$ cat config.mk
export PLATFORM = sky130hd
export DESIGN_NAME = nes_pad_poller
export DESIGN_NICKNAME = d
export VERILOG_FILES = /design/src/rtl/nes_pad_poller.sv
export SDC_FILE = /design/constraint.sdc
export NUM_CORES = 1
export LEC_CHECK = 0
export ABC_CLOCK_PERIOD_IN_PS = 6400
export CAP_MARGIN = 15
export CORE_MARGIN = 2
export CORE_UTILIZATION = 58
export CTS_CLUSTER_SIZE = 16
export DETAILED_ROUTE_END_ITERATION = 8
export MAX_ROUTING_LAYER = met4
export PLACE_DENSITY = 0.95
export REMOVE_ABC_BUFFERS = 1
export SLEW_MARGIN = 40
export SYNTH_ARGS = -nofsm -noshare
export SYNTH_HDL_FRONTEND = slang
export SYNTH_SLANG_ARGS = --single-unit
$ cat constraint.sdc
create_clock -name clk48 -period 6.4 [get_ports clk48]
set_input_delay 1.6 -clock clk48 [delete_from_list [all_inputs] [get_ports clk48]]
set_output_delay 1.6 -clock clk48 [all_outputs]
set_load 0.005 [all_outputs]
$ cat src/rtl/nes_pad_poller.sv
// Two-player NES pad poller: drives the shared latch/clock lines and shifts both pads in parallel.
// Define NES_PAD_EDGE_EN to generate the pressed/released edge-mask registers.
module nes_pad_poller #(
  parameter int CLK_DIV      = 256,
  parameter int FRAME_CYCLES = 1048576
) (
  input  logic       clk48,
  input  logic       rst,
  input  logic       poll_req,
  input  logic       data_p1,
  input  logic       data_p2,
  output logic       latch,
  output logic       nes_clk,
  output logic       busy,
  output logic       valid,
  output logic [7:0] buttons_p1,
  output logic [7:0] buttons_p2,
  output logic [7:0] pressed_p1,
  output logic [7:0] pressed_p2,
  output logic [7:0] released_p1,
  output logic [7:0] released_p2
);
  localparam int DIV_W = $clog2(CLK_DIV);
  localparam int FRM_W = $clog2(FRAME_CYCLES);
  localparam logic [DIV_W-1:0] DIV_LAST = DIV_W'(CLK_DIV - 1);
  localparam logic [FRM_W-1:0] FRM_LAST = FRM_W'(FRAME_CYCLES - 1);

  typedef enum logic [1:0] {IDLE, LATCH, SHIFT, COMMIT} state_t;

  state_t            state_q, state_d;
  logic [FRM_W-1:0]  frame_q, frame_d;
  logic              pending_q, pending_d;
  logic [DIV_W-1:0]  div_q, div_d;
  logic              hi_q, hi_d;
  logic [2:0]        bit_q, bit_d;
  logic [1:0]        sync_p1_q, sync_p1_d, sync_p2_q, sync_p2_d;
  logic [1:0][7:0]   shift_q, shift_d, buttons_q, buttons_d;
  logic              latch_q, latch_d, nes_clk_q, nes_clk_d;
  logic              busy_q, busy_d, valid_q, valid_d;
  logic              frame_wrap, div_end, start, commit_now;
  logic [1:0]        din;

  always_comb begin
    sync_p1_d  = {sync_p1_q[0], data_p1};
    sync_p2_d  = {sync_p2_q[0], data_p2};
    din        = {~sync_p2_q[1], ~sync_p1_q[1]};
    frame_wrap = (frame_q == FRM_LAST);
    frame_d    = frame_wrap ? '0 : frame_q + 1'b1;
    div_end    = (div_q == DIV_LAST);
    // A request in the same cycle that the poll launches is absorbed, never queued twice.
    start      = (state_q == IDLE) && (pending_q || poll_req);
    pending_d  = start ? 1'b0 : (pending_q | poll_req | frame_wrap);

    state_d    = state_q;
    div_d      = div_q;
    hi_d       = hi_q;
    bit_d      = bit_q;
    shift_d    = shift_q;
    buttons_d  = buttons_q;
    commit_now = 1'b0;

    case (state_q)
      IDLE: begin
        if (start) begin
          state_d = LATCH;
          div_d   = '0;
          hi_d    = 1'b0;
          bit_d   = '0;
          shift_d = '0;
        end
      end
      LATCH: begin
        div_d = div_end ? '0 : div_q + 1'b1;
        if (div_end) begin
          hi_d = ~hi_q;
          if (hi_q) state_d = SHIFT;
        end
      end
      SHIFT: begin
        div_d = div_end ? '0 : div_q + 1'b1;
        if (div_end) begin
          hi_d = ~hi_q;
          if (!hi_q) begin
            for (int p = 0; p < 2; p++) shift_d[p] = {shift_q[p][6:0], din[p]};
          end else if (bit_q == 3'd7) begin
            state_d    = COMMIT;
            buttons_d  = shift_q;
            commit_now = 1'b1;
          end else begin
            bit_d = bit_q + 1'b1;
          end
        end
      end
      COMMIT:  state_d = IDLE;
      default: state_d = IDLE;
    endcase

    // Outputs are decoded from the next state so the pins come straight off flops.
    latch_d   = (state_d == LATCH);
    nes_clk_d = (state_d == SHIFT) && hi_d;
    busy_d    = (state_d != IDLE);
    valid_d   = commit_now;
  end

  always_ff @(posedge clk48 or posedge rst) begin
    if (rst) begin
      state_q   <= IDLE;
      frame_q   <= '0;
      pending_q <= 1'b0;
      div_q     <= '0;
      hi_q      <= 1'b0;
      bit_q     <= '0;
      sync_p1_q <= 2'b11;
      sync_p2_q <= 2'b11;
      shift_q   <= '0;
      buttons_q <= '0;
      latch_q   <= 1'b0;
      nes_clk_q <= 1'b0;
      busy_q    <= 1'b0;
      valid_q   <= 1'b0;
    end else begin
      state_q   <= state_d;
      frame_q   <= frame_d;
      pending_q <= pending_d;
      div_q     <= div_d;
      hi_q      <= hi_d;
      bit_q     <= bit_d;
      sync_p1_q <= sync_p1_d;
      sync_p2_q <= sync_p2_d;
      shift_q   <= shift_d;
      buttons_q <= buttons_d;
      latch_q   <= latch_d;
      nes_clk_q <= nes_clk_d;
      busy_q    <= busy_d;
      valid_q   <= valid_d;
    end
  end

  assign latch      = latch_q;
  assign nes_clk    = nes_clk_q;
  assign busy       = busy_q;
  assign valid      = valid_q;
  assign buttons_p1 = buttons_q[0];
  assign buttons_p2 = buttons_q[1];

`ifdef NES_PAD_EDGE_EN
  logic [1:0][7:0] pressed_w, released_w;

  for (genvar gi = 0; gi < 2; gi++) begin : g_edge
    logic [7:0] pressed_q, pressed_d, released_q, released_d;

    always_comb begin
      pressed_d  = pressed_q;
      released_d = released_q;
      if (commit_now) begin
        pressed_d  = shift_q[gi] & ~buttons_q[gi];
        released_d = buttons_q[gi] & ~shift_q[gi];
      end
    end

    always_ff @(posedge clk48 or posedge rst) begin
      if (rst) begin
        pressed_q  <= '0;
        released_q <= '0;
      end else begin
        pressed_q  <= pressed_d;
        released_q <= released_d;
      end
    end

    assign pressed_w[gi]  = pressed_q;
    assign released_w[gi] = released_q;
  end

  assign pressed_p1  = pressed_w[0];
  assign pressed_p2  = pressed_w[1];
  assign released_p1 = released_w[0];
  assign released_p2 = released_w[1];
`else
  assign pressed_p1  = '0;
  assign pressed_p2  = '0;
  assign released_p1 = '0;
  assign released_p2 = '0;
`endif

endmodule
* Word level (Yosys, flattened, before mapping)
Index checks and enable logic that the tools add are counted.
** Storage, ports and cells
- Register bits :: 75
- Output and inout bits :: 52
- Word-level logic and storage cells :: 77
** Operators by class
- Add/sub/neg operators :: 3
- Equality and inequality tests :: 13
- Mux-type cells :: 28
- Bitwise logic cells :: 5
- Reduce and logical (&&, ||, !) cells :: 12
** Operator list (count)
- 16-bit two-way mux :: 3
- 16-bit one-hot mux with 2 select lines :: 1
- 20-bit by 1-bit adder with 20-bit output, second input constant :: 1
- 20-bit equality test, second input constant :: 1
- 20-bit two-way mux :: 1
- 8-bit two-way mux :: 2
- 8-bit one-hot mux with 2 select lines :: 1
- 2-bit two-way mux :: 6
- 3-bit two-way mux :: 4
- 2-bit inequality test, second input constant :: 5
- 8-bit by 1-bit adder with 8-bit output, second input constant :: 1
- 8-bit equality test, second input constant :: 1
- 2-bit one-hot mux with 4 select lines :: 1
- 4-bit AND reduction :: 2
- 1-bit two-way mux :: 7
- 2-bit equality test, second input constant :: 3
- 3-bit one-hot mux with 2 select lines :: 1
- 2-bit nonzero test :: 3
- 5-bit AND reduction :: 1
- 2-bit by 1-bit equality test with 1-bit output, second input constant :: 2
- 3-bit by 1-bit adder with 3-bit output, second input constant :: 1
- 3-bit equality test, second input constant :: 1
- 1-bit NOT :: 3
- 1-bit logical AND :: 2
- 6 further kinds :: 7

* Longest topological paths before layout
Gate-level depths: netlist (run 1).
- Word-level depth :: 7
- Gate-level depth with buffers :: 8
- Gate-level depth less buffers :: 8

* Least setup slack after synthesis (run 1)
Ideal clock, no wire load.
- Kind :: input to register
- Start :: input poll_req
- End :: register div_q[2]
- Library setup time :: 0.121 ns
- Data arrival time :: 2.516 ns
- Path slack :: 3.763 ns
- Cell stages on the path :: 5
- Buffers on the path :: 1
- Cell sequence :: nor3b_2 > or2_0 > buf_2 > o21ai_0 > a22o_1
** On the way
- Word-level cells in the longest chain between the ends :: 4
** Ends and longest elaborated chain
- start: declaration :: RTL line 9 : input logic poll_req,
- 1-bit logical OR :: RTL line 51 : start = (state_q == IDLE) && (pending_q || poll_req);
- 1-bit logical AND :: RTL line 51
- 2-bit inequality test (no line)
- 2-bit AND reduction (no line)
- end signal: assignment :: RTL line 125 : div_q <= div_d;
- end: declaration :: RTL line 33 : logic [DIV_W-1:0] div_q, div_d;
Every way passes these cells.
A chain may end at the register's enable or synchronous reset.

* Final worst setup path (run 1)
Ends and elaborated chain as after synthesis.

==> flow_metrics.py, run 1 <==
metrics = {
    "synthesis": {
        "synth_most_common_cell": "dfrtp_1",
        "synth_seq_cells": 75,
        "seq_area_frac_synth_pct": 52.1,
        "synth_edf_count": 0,
        "synth.area.top_cells": "dfrtp_1, buf_4, mux2_2",
        "syn_area_per_cell_sq_um": 10.9,
        "synthCells": 331,
        "netlist_area_sq_um": 3610,
        "synth_ff_type": "dfrtp_1",
        "yosys-top-cells-count": "dfrtp_1, nand2_1, buf_4, nor2_1, o21ai_0",
        "synth_top_area_share_pct": 49.2,
        "yosys_warnings": 0,
        "ys_types": 50,
        "synthArstFlopShare_pct": 100,
        "synth_top_area_cell": "dfrtp_1",
    },
    "critical_path": {
        "critPathLaunchType": "primary input",
        "critPathKind": "primary input to flop",
        "worstPathRequired_ns": 6.63,
        "worstSetupEndpointType": "flop",
        "rrSetupSlack_ns": 3.97,
        "cp_max_fo": 7,
        "cp.arrival_ns": 3.34,
        "reg2reg_to": "buttons_p1[2]",
        "r2r-start": "div_q[0]",
        "worst_r2r_path_depth": 7,
        "cp-startpoint": "poll_req",
        "slowest_delay_ns": 0.54,
        "critPathCapture": "div_q[2]",
        "slowest_stage": "nor3b_2",
        "cp_cell_sequence": "clkdlybuf4s50_1, nor3b_2, or2_0, o21ai_0, a22o_1",
    },
    "floorplan": {
        "coreArea_sq_um": 5960,
        "die_w_um": 82.9,
        "initial_utilization_pct": 60.6,
        "die_area_sq_um": 6870,
        "row_count": 28,
        "die_h_um": 82.9,
        "ioPinCount": 57,
    },
    "cts": {
        "numCtsBuffers": 9,
        "cts_root_buf": "clkbuf_8",
        "ctsHtreeMaxLevel": 3,
        "cts_tree": "built",
        "postCtsHoldBufs": 0,
        "cts.repair.resized": 0,
        "insertion_delay_ns": 0.35,
        "clkTransAtPathRegs_ns": 0.07,
        "clock_sinks": 75,
        "post_cts_buffers": 0,
        "clock_path_buffers": 2,
    },
    "pwr": {
        "intPower_w": 0.000701,
        "swShare_pct": 22.1,
        "switchingPower_w": 0.000199,
        "seqPwrFrac_pct": 52.9,
        "power_frac_clock_pct": 45.2,
        "peakVddDrop_uv": 148,
        "p_comb_share_pct": 1.9,
        "p_per_area_nw_per_um2": 223,
        "leakage_nw": 1.84,
    },
    "finish": {
        "multi_input_area_sq_um": 1540,
        "fin_area_sq_um": 4030,
        "diodes": 0,
        "final_util_pct": 67.6,
        "area_delta_synth_final_pct": 11.6,
        "fillCellCount": 404,
        "seq_area_sq_um": 1880,
        "drive_gt1_share_pct": 14.8,
        "final_nets": 375,
    },
    "global_routing": {
        "grt_pass1_vias": 2415,
        "grt_pass1_wl_um": 11200,
        "grt_start_max_net_pins": 76,
        "grt_overflow_total": 0,
        "grt_usage_pct": 20.6,
        "antenna_found_initial": 0,
    },
    "route": {
        "via_count": 2403,
        "drt-vias-per-instance": 5.47,
        "wirelength_um": 6490,
        "met3_length_um": 299,
        "wl_met1_um": 2750,
        "drtIter0Drc": 111,
        "routedWlPerCell_um": 14.8,
        "met2WireLength_um": 3340,
        "drc_errors": 0,
        "ant_nets": 0,
        "top_layer_used": "met4",
        "firstDrtPassIters": 4,
    },
    "place": {
        "hpwl_um": 4300,
        "place_area_sq_um": 3800,
        "io_buffers": 24,
        "gp_congestion": 0.878,
    },
    "sta": {
        "finalMaxSlewViolations": 0,
        "setup_viol": 0,
        "skew_ns": 0.0142,
        "timing.fmax_mhz": 321,
        "maxSlewHeadroom_pct": 46.7,
        "hold_ws_ns": 0.357,
        "tns_ns": 0,
        "rsz0062_at_grt": "no",
        "worstMarginPinSlew_ns": 0.797,
        "finalHoldViolations": 0,
        "layout_min_cycle_time_ns": 3.12,
        "period_share_pct": 48.7,
    },
    "min_path": {
        "hold_path_class": "flop to flop",
    },
    "run_status": {
        "status": "completed",
    },
    "job": {
        "maxCapViolations": 0,
    },
}
## worst min path at each step
stage	startpoint	cells after the start	endpoint	slack (ns)
after floorplan	sync_p1_q[0]	0	sync_p1_q[1]	0.35
after global placement	sync_p2_q[0]	0	sync_p2_q[1]	0.35
after detailed placement	sync_p1_q[0]	0	sync_p1_q[1]	0.35
after CTS	sync_p1_q[0]	0	sync_p1_q[1]	0.36
after global routing	sync_p1_q[0]	0	sync_p1_q[1]	0.36
final	sync_p1_q[0]	0	sync_p1_q[1]	0.36
## worst max-delay path: cells and delay by family
family | cells | cell delay, ns
AND/OR/NAND/NOR | 2 | 0.93
buffers and inverters | 1 | 0.47
AO/OA/AOI/OAI | 2 | 0.34
## state kept, by name (all words and copies together) (netlist names)
| register | count |
|---|---|
| bit_q | 3 |
| busy | 1 |
| buttons_p1 | 8 |
| buttons_p2 | 8 |
| div_q | 8 |
| frame_q | 20 |
| hi_q | 1 |
| latch | 1 |
| nes_clk | 1 |
| pending_q | 1 |
| shift_q | 16 |
| state_q | 2 |
| sync_p1_q | 2 |
| sync_p2_q | 2 |
| valid | 1 |
## power by group through the flow
| stage | Sequential, W | Clock, W | Combinational (W) |
|---|---|---|---|
| 6_report | 0.000476 | 0.000407 | 0.0000167 |
| 5_1_grt | 0.000476 | 0.000434 | 0.0000197 |
| 4_1_cts | 0.000476 | 0.000411 | 0.0000169 |
| 3_5_place_dp | 0.000485 | 0 | 0.0000169 |
| 3_3_place_gp | 0.000485 | 0 | 0.0000163 |
| 2_1_floorplan | 0.000485 | 0 | 0.0000110 |
## metal layers
| layer | track usage [%] | up-vias |
|---|---|---|
| met5 | - | - |
| met4 | 7.60 | 0 |
| met3 | 4.97 | 14 |
| met2 | 33.4 | 75 |
| met1 | 25.1 | 1194 |
| li1 | - | 1120 |
## metrics by stage
stage / worst slack, ns / instances / power [W]
3_5_place_dp: 2.95 / 423 / 0.000502
3_3_place_gp: 3.03 / 423 / 0.000502
5_1_grt: 3.14 / 439 / 0.000930
6_report: 3.28 / 439 / 0.000900
4_1_cts: 3.31 / 439 / 0.000904
2_1_floorplan: 2.13 / 322 / 0.000496
## cell usage in the layout (no fill, tap or decap), types with 5 or more instances in the layout
cell / n
o21ai_0: 18
inv_1: 7
dfrtp_1: 71
ha_1: 11
clkdlybuf4s50_1: 24
xnor2_1: 11
xor2_1: 7
nor2_1: 19
mux2_2: 16
nor3_1: 5
conb_1: 32
mux2i_1: 7
nand3_1: 12
clkbuf_8: 9
nand2b_1: 5
nand2_1: 48
## cell families after synthesis
| family | Yosys count | synth area share [%] |
|---|---|---|
| adders and majority gates | 11 | 3.81 |
| buffers and inverters | 48 | 8.60 |
| and+or+nand+nor | 121 | 18.3 |
| DFF | 75 | 52.1 |
| xor gates and xnor gates | 18 | 4.37 |
| AOI/OAI and AO/OA | 34 | 5.69 |
| other | 1 | 0.104 |
| muxes | 23 | 6.93 |
## cell type report
type	instances	area share (%)
clock inverters	7	2.45
well taps	75	2.33
flip-flops and latches	75	46.7
multi-input cells	239	38.2
repair buffers	26	6.43
clock buffers	9	3.08
inverters	8	0.746
Note: power is estimated with default switching activity, not from simulation.
==> inputs of run 2 (changes only) <==
--- a/config.mk
+++ b/config.mk
@@ -5,14 +5,14 @@
 export SDC_FILE = /design/constraint.sdc
 export NUM_CORES = 1
 export LEC_CHECK = 0
-export ABC_CLOCK_PERIOD_IN_PS = 6400
+export ABC_CLOCK_PERIOD_IN_PS = 2850
 export CAP_MARGIN = 15
 export CORE_MARGIN = 2
-export CORE_UTILIZATION = 58
+export CORE_UTILIZATION = 48
 export CTS_CLUSTER_SIZE = 16
 export DETAILED_ROUTE_END_ITERATION = 8
 export MAX_ROUTING_LAYER = met4
-export PLACE_DENSITY = 0.95
+export PLACE_DENSITY = 0.86
 export REMOVE_ABC_BUFFERS = 1
 export SLEW_MARGIN = 40
 export SYNTH_ARGS = -nofsm -noshare
==> constraint.sdc (replaced) <==
create_clock -name clk48 -period 2.85 [get_ports clk48]
set_input_delay 0.7125 -clock clk48 [delete_from_list [all_inputs] [get_ports clk48]]
set_output_delay 0.7125 -clock clk48 [all_outputs]
set_load 0.005 [all_outputs]
==> run 2 against run 1 <==
Flip-flop and latch count unchanged. Largest power group unchanged. Via count shrank 1.7%. Hold slack lost 0.00091 ns.
==> flow_metrics.py, run 2 (synthesized netlist as in run 1, its figures left out) <==
metrics = {
    "run_status": {
        "status": "completed",
    },
    "critical_path": {
        "slowest_stage": "dfrtp_1",
        "critPathKind": "flop to flop",
        "path_depth": 8,
        "crit_family": "simple AND/OR/NAND/NOR gates",
        "cp_num_buf_inv": 2,
        "cp_cell_sequence": "ha_1, and3_1, nand2_1, inv_1, ha_1, nand3_1, buf_4, mux2_2",
        "slowest_delay_ns": 0.41,
        "cp_max_fo": 16,
        "cp-startpoint": "div_q[0]",
        "critPathLaunchType": "flop",
        "cp.arrival_ns": 2.34,
        "worstPathRequired_ns": 3.08,
        "worst_r2r_path_depth": 8,
        "reg2reg_to": "buttons_p1[3]",
        "critPathCapture": "buttons_p1[3]",
        "path_common_cell": "ha_1",
        "worstSetupEndpointType": "flop",
        "rrSetupSlack_ns": 0.74,
        "r2r-start": "div_q[0]",
    },
    "finish": {
        "final_cell_mix": "dfrtp_1, nand2_1, conb_1",
        "reg.largest.list": "frame_q: 20 flops, shift_q: 16 flops",
        "top_register": "frame_q",
        "diodes": 0,
        "drive_gt1_share_pct": 15.3,
        "area_delta_synth_final_pct": 13.4,
        "final_nets": 377,
        "fillCellCount": 594,
        "largest_reg_flops": 20,
        "layout_commonest_cell": "dfrtp_1",
    },
    "route": {
        "wirelength_um": 6030,
        "drt-vias-per-instance": 5.08,
        "firstDrtPassIters": 4,
        "drtIter0Drc": 83,
        "via_count": 2362,
        "drc_errors": 0,
        "ant_nets": 0,
        "routedWlPerCell_um": 13.0,
    },
    "cts": {
        "postCtsHoldBufs": 0,
        "ctsHtreeMaxLevel": 3,
        "cts_tree": "built",
        "insertion_delay_ns": 0.34,
        "cts_root_buf": "clkbuf_8",
        "cts.repair.resized": 0,
        "post_cts_buffers": 0,
        "clkTransAtPathRegs_ns": 0.08,
        "clock_sinks": 75,
        "clock_path_buffers": 2,
        "numCtsBuffers": 9,
    },
    "global_routing": {
        "grt_overflow_total": 0,
        "grt_pass1_vias": 2286,
        "grt_start_max_net_pins": 76,
        "grt_usage_pct": 16.1,
        "antenna_found_initial": 0,
        "grt_pass1_wl_um": 10400,
    },
    "job": {
        "maxCapViolations": 0,
    },
    "place": {
        "io_buffers": 24,
        "dp_slack_ns": 0.508,
        "hpwl_um": 4100,
        "gp_congestion": 0.829,
    },
    "min_path": {
        "hold_path_class": "flop to flop",
        "hp-start": "sync_p1_q[0]",
    },
    "sta": {
        "timing.fmax_mhz": 473,
        "finalHoldViolations": 0,
        "rsz0062_at_grt": "no",
        "skew_ns": 0.0141,
        "finalMaxSlewViolations": 0,
        "period_share_pct": 74.1,
        "hold_ws_ns": 0.356,
        "setup_ws_ns": 0.737,
        "setup_viol": 0,
        "tns_ns": 0,
        "layout_min_cycle_time_ns": 2.11,
    },
    "pwr": {
        "peakVddDrop_uv": 231,
        "p_per_area_nw_per_um2": 499,
        "leakage_nw": 1.85,
    },
    "floorplan": {
        "coreArea_sq_um": 7250,
        "die_w_um": 90.7,
        "initial_utilization_pct": 49.7,
        "row_count": 31,
        "ioPinCount": 57,
        "die_area_sq_um": 8230,
        "die_h_um": 90.7,
    },
}
## run 2: report_power, final
part / internal [W] / switching (W) / leakage (nW)
Combinational: 0.00000790 / 0.0000309 / 0.774
Sequential: 0.00107 / 0.000000780 / 0.969
Clock: 0.000544 / 0.000392 / 0.112
Total: 0.00162 / 0.000424 / 1.85
## run 2: cell type report
cell class | instances | area, sq um | area share [%]
timing repair buffer | 28 | 283 | 6.91
tap | 99 | 124 | 3.03
sequential | 75 | 1880 | 46.0
multi-input combinational | 239 | 1540 | 37.6
inverter | 8 | 30.0 | 0.734
clock buffer | 11 | 151 | 3.70
clock inverter | 5 | 83.8 | 2.05
## run 2: stage by stage
step	util (%)	instance area, sq um	cells	power, W
2_1_floorplan	-	3440	322	0.00111
3_3_place_gp	53.2	3860	449	0.00113
3_5_place_dp	53.2	3860	449	0.00113
4_1_cts	56.4	4090	465	0.00207
5_1_grt	56.4	4090	465	0.00212
6_report	56.4	4090	465	0.00204
## run 2: per-layer routing
metal	share of wire [%]	GRT usage, %	routed length, um	up-vias
met1	43	18.9	2610	1174
met3	4.0	3.26	240	10
met4	1.5	6.15	93	0
met5	0	-	0	-
met2	51	27.2	3080	57
li1	-	-	-	1121
## run 2: how the worst min path moves through the flow
| stage | end | slack [ns] | depth (start not counted) |
|---|---|---|---|
| 6_report | sync_p1_q[1] | 0.36 | 0 |
| 2_1_floorplan | sync_p1_q[1] | 0.35 | 0 |
| 4_1_cts | sync_p1_q[1] | 0.36 | 0 |
| 5_1_grt | sync_p2_q[1] | 0.37 | 0 |
| 3_3_place_gp | sync_p1_q[1] | 0.35 | 0 |
| 3_5_place_dp | sync_p1_q[1] | 0.35 | 0 |
## run 2: worst reg2reg max path, stage by stage, from the launching register on
cell     delay, ns
dfrtp_1       0.41
ha_1          0.25
and3_1        0.23
nand2_1       0.14
inv_1         0.07
ha_1          0.19
nand3_1       0.09
buf_4         0.24
mux2_2        0.38
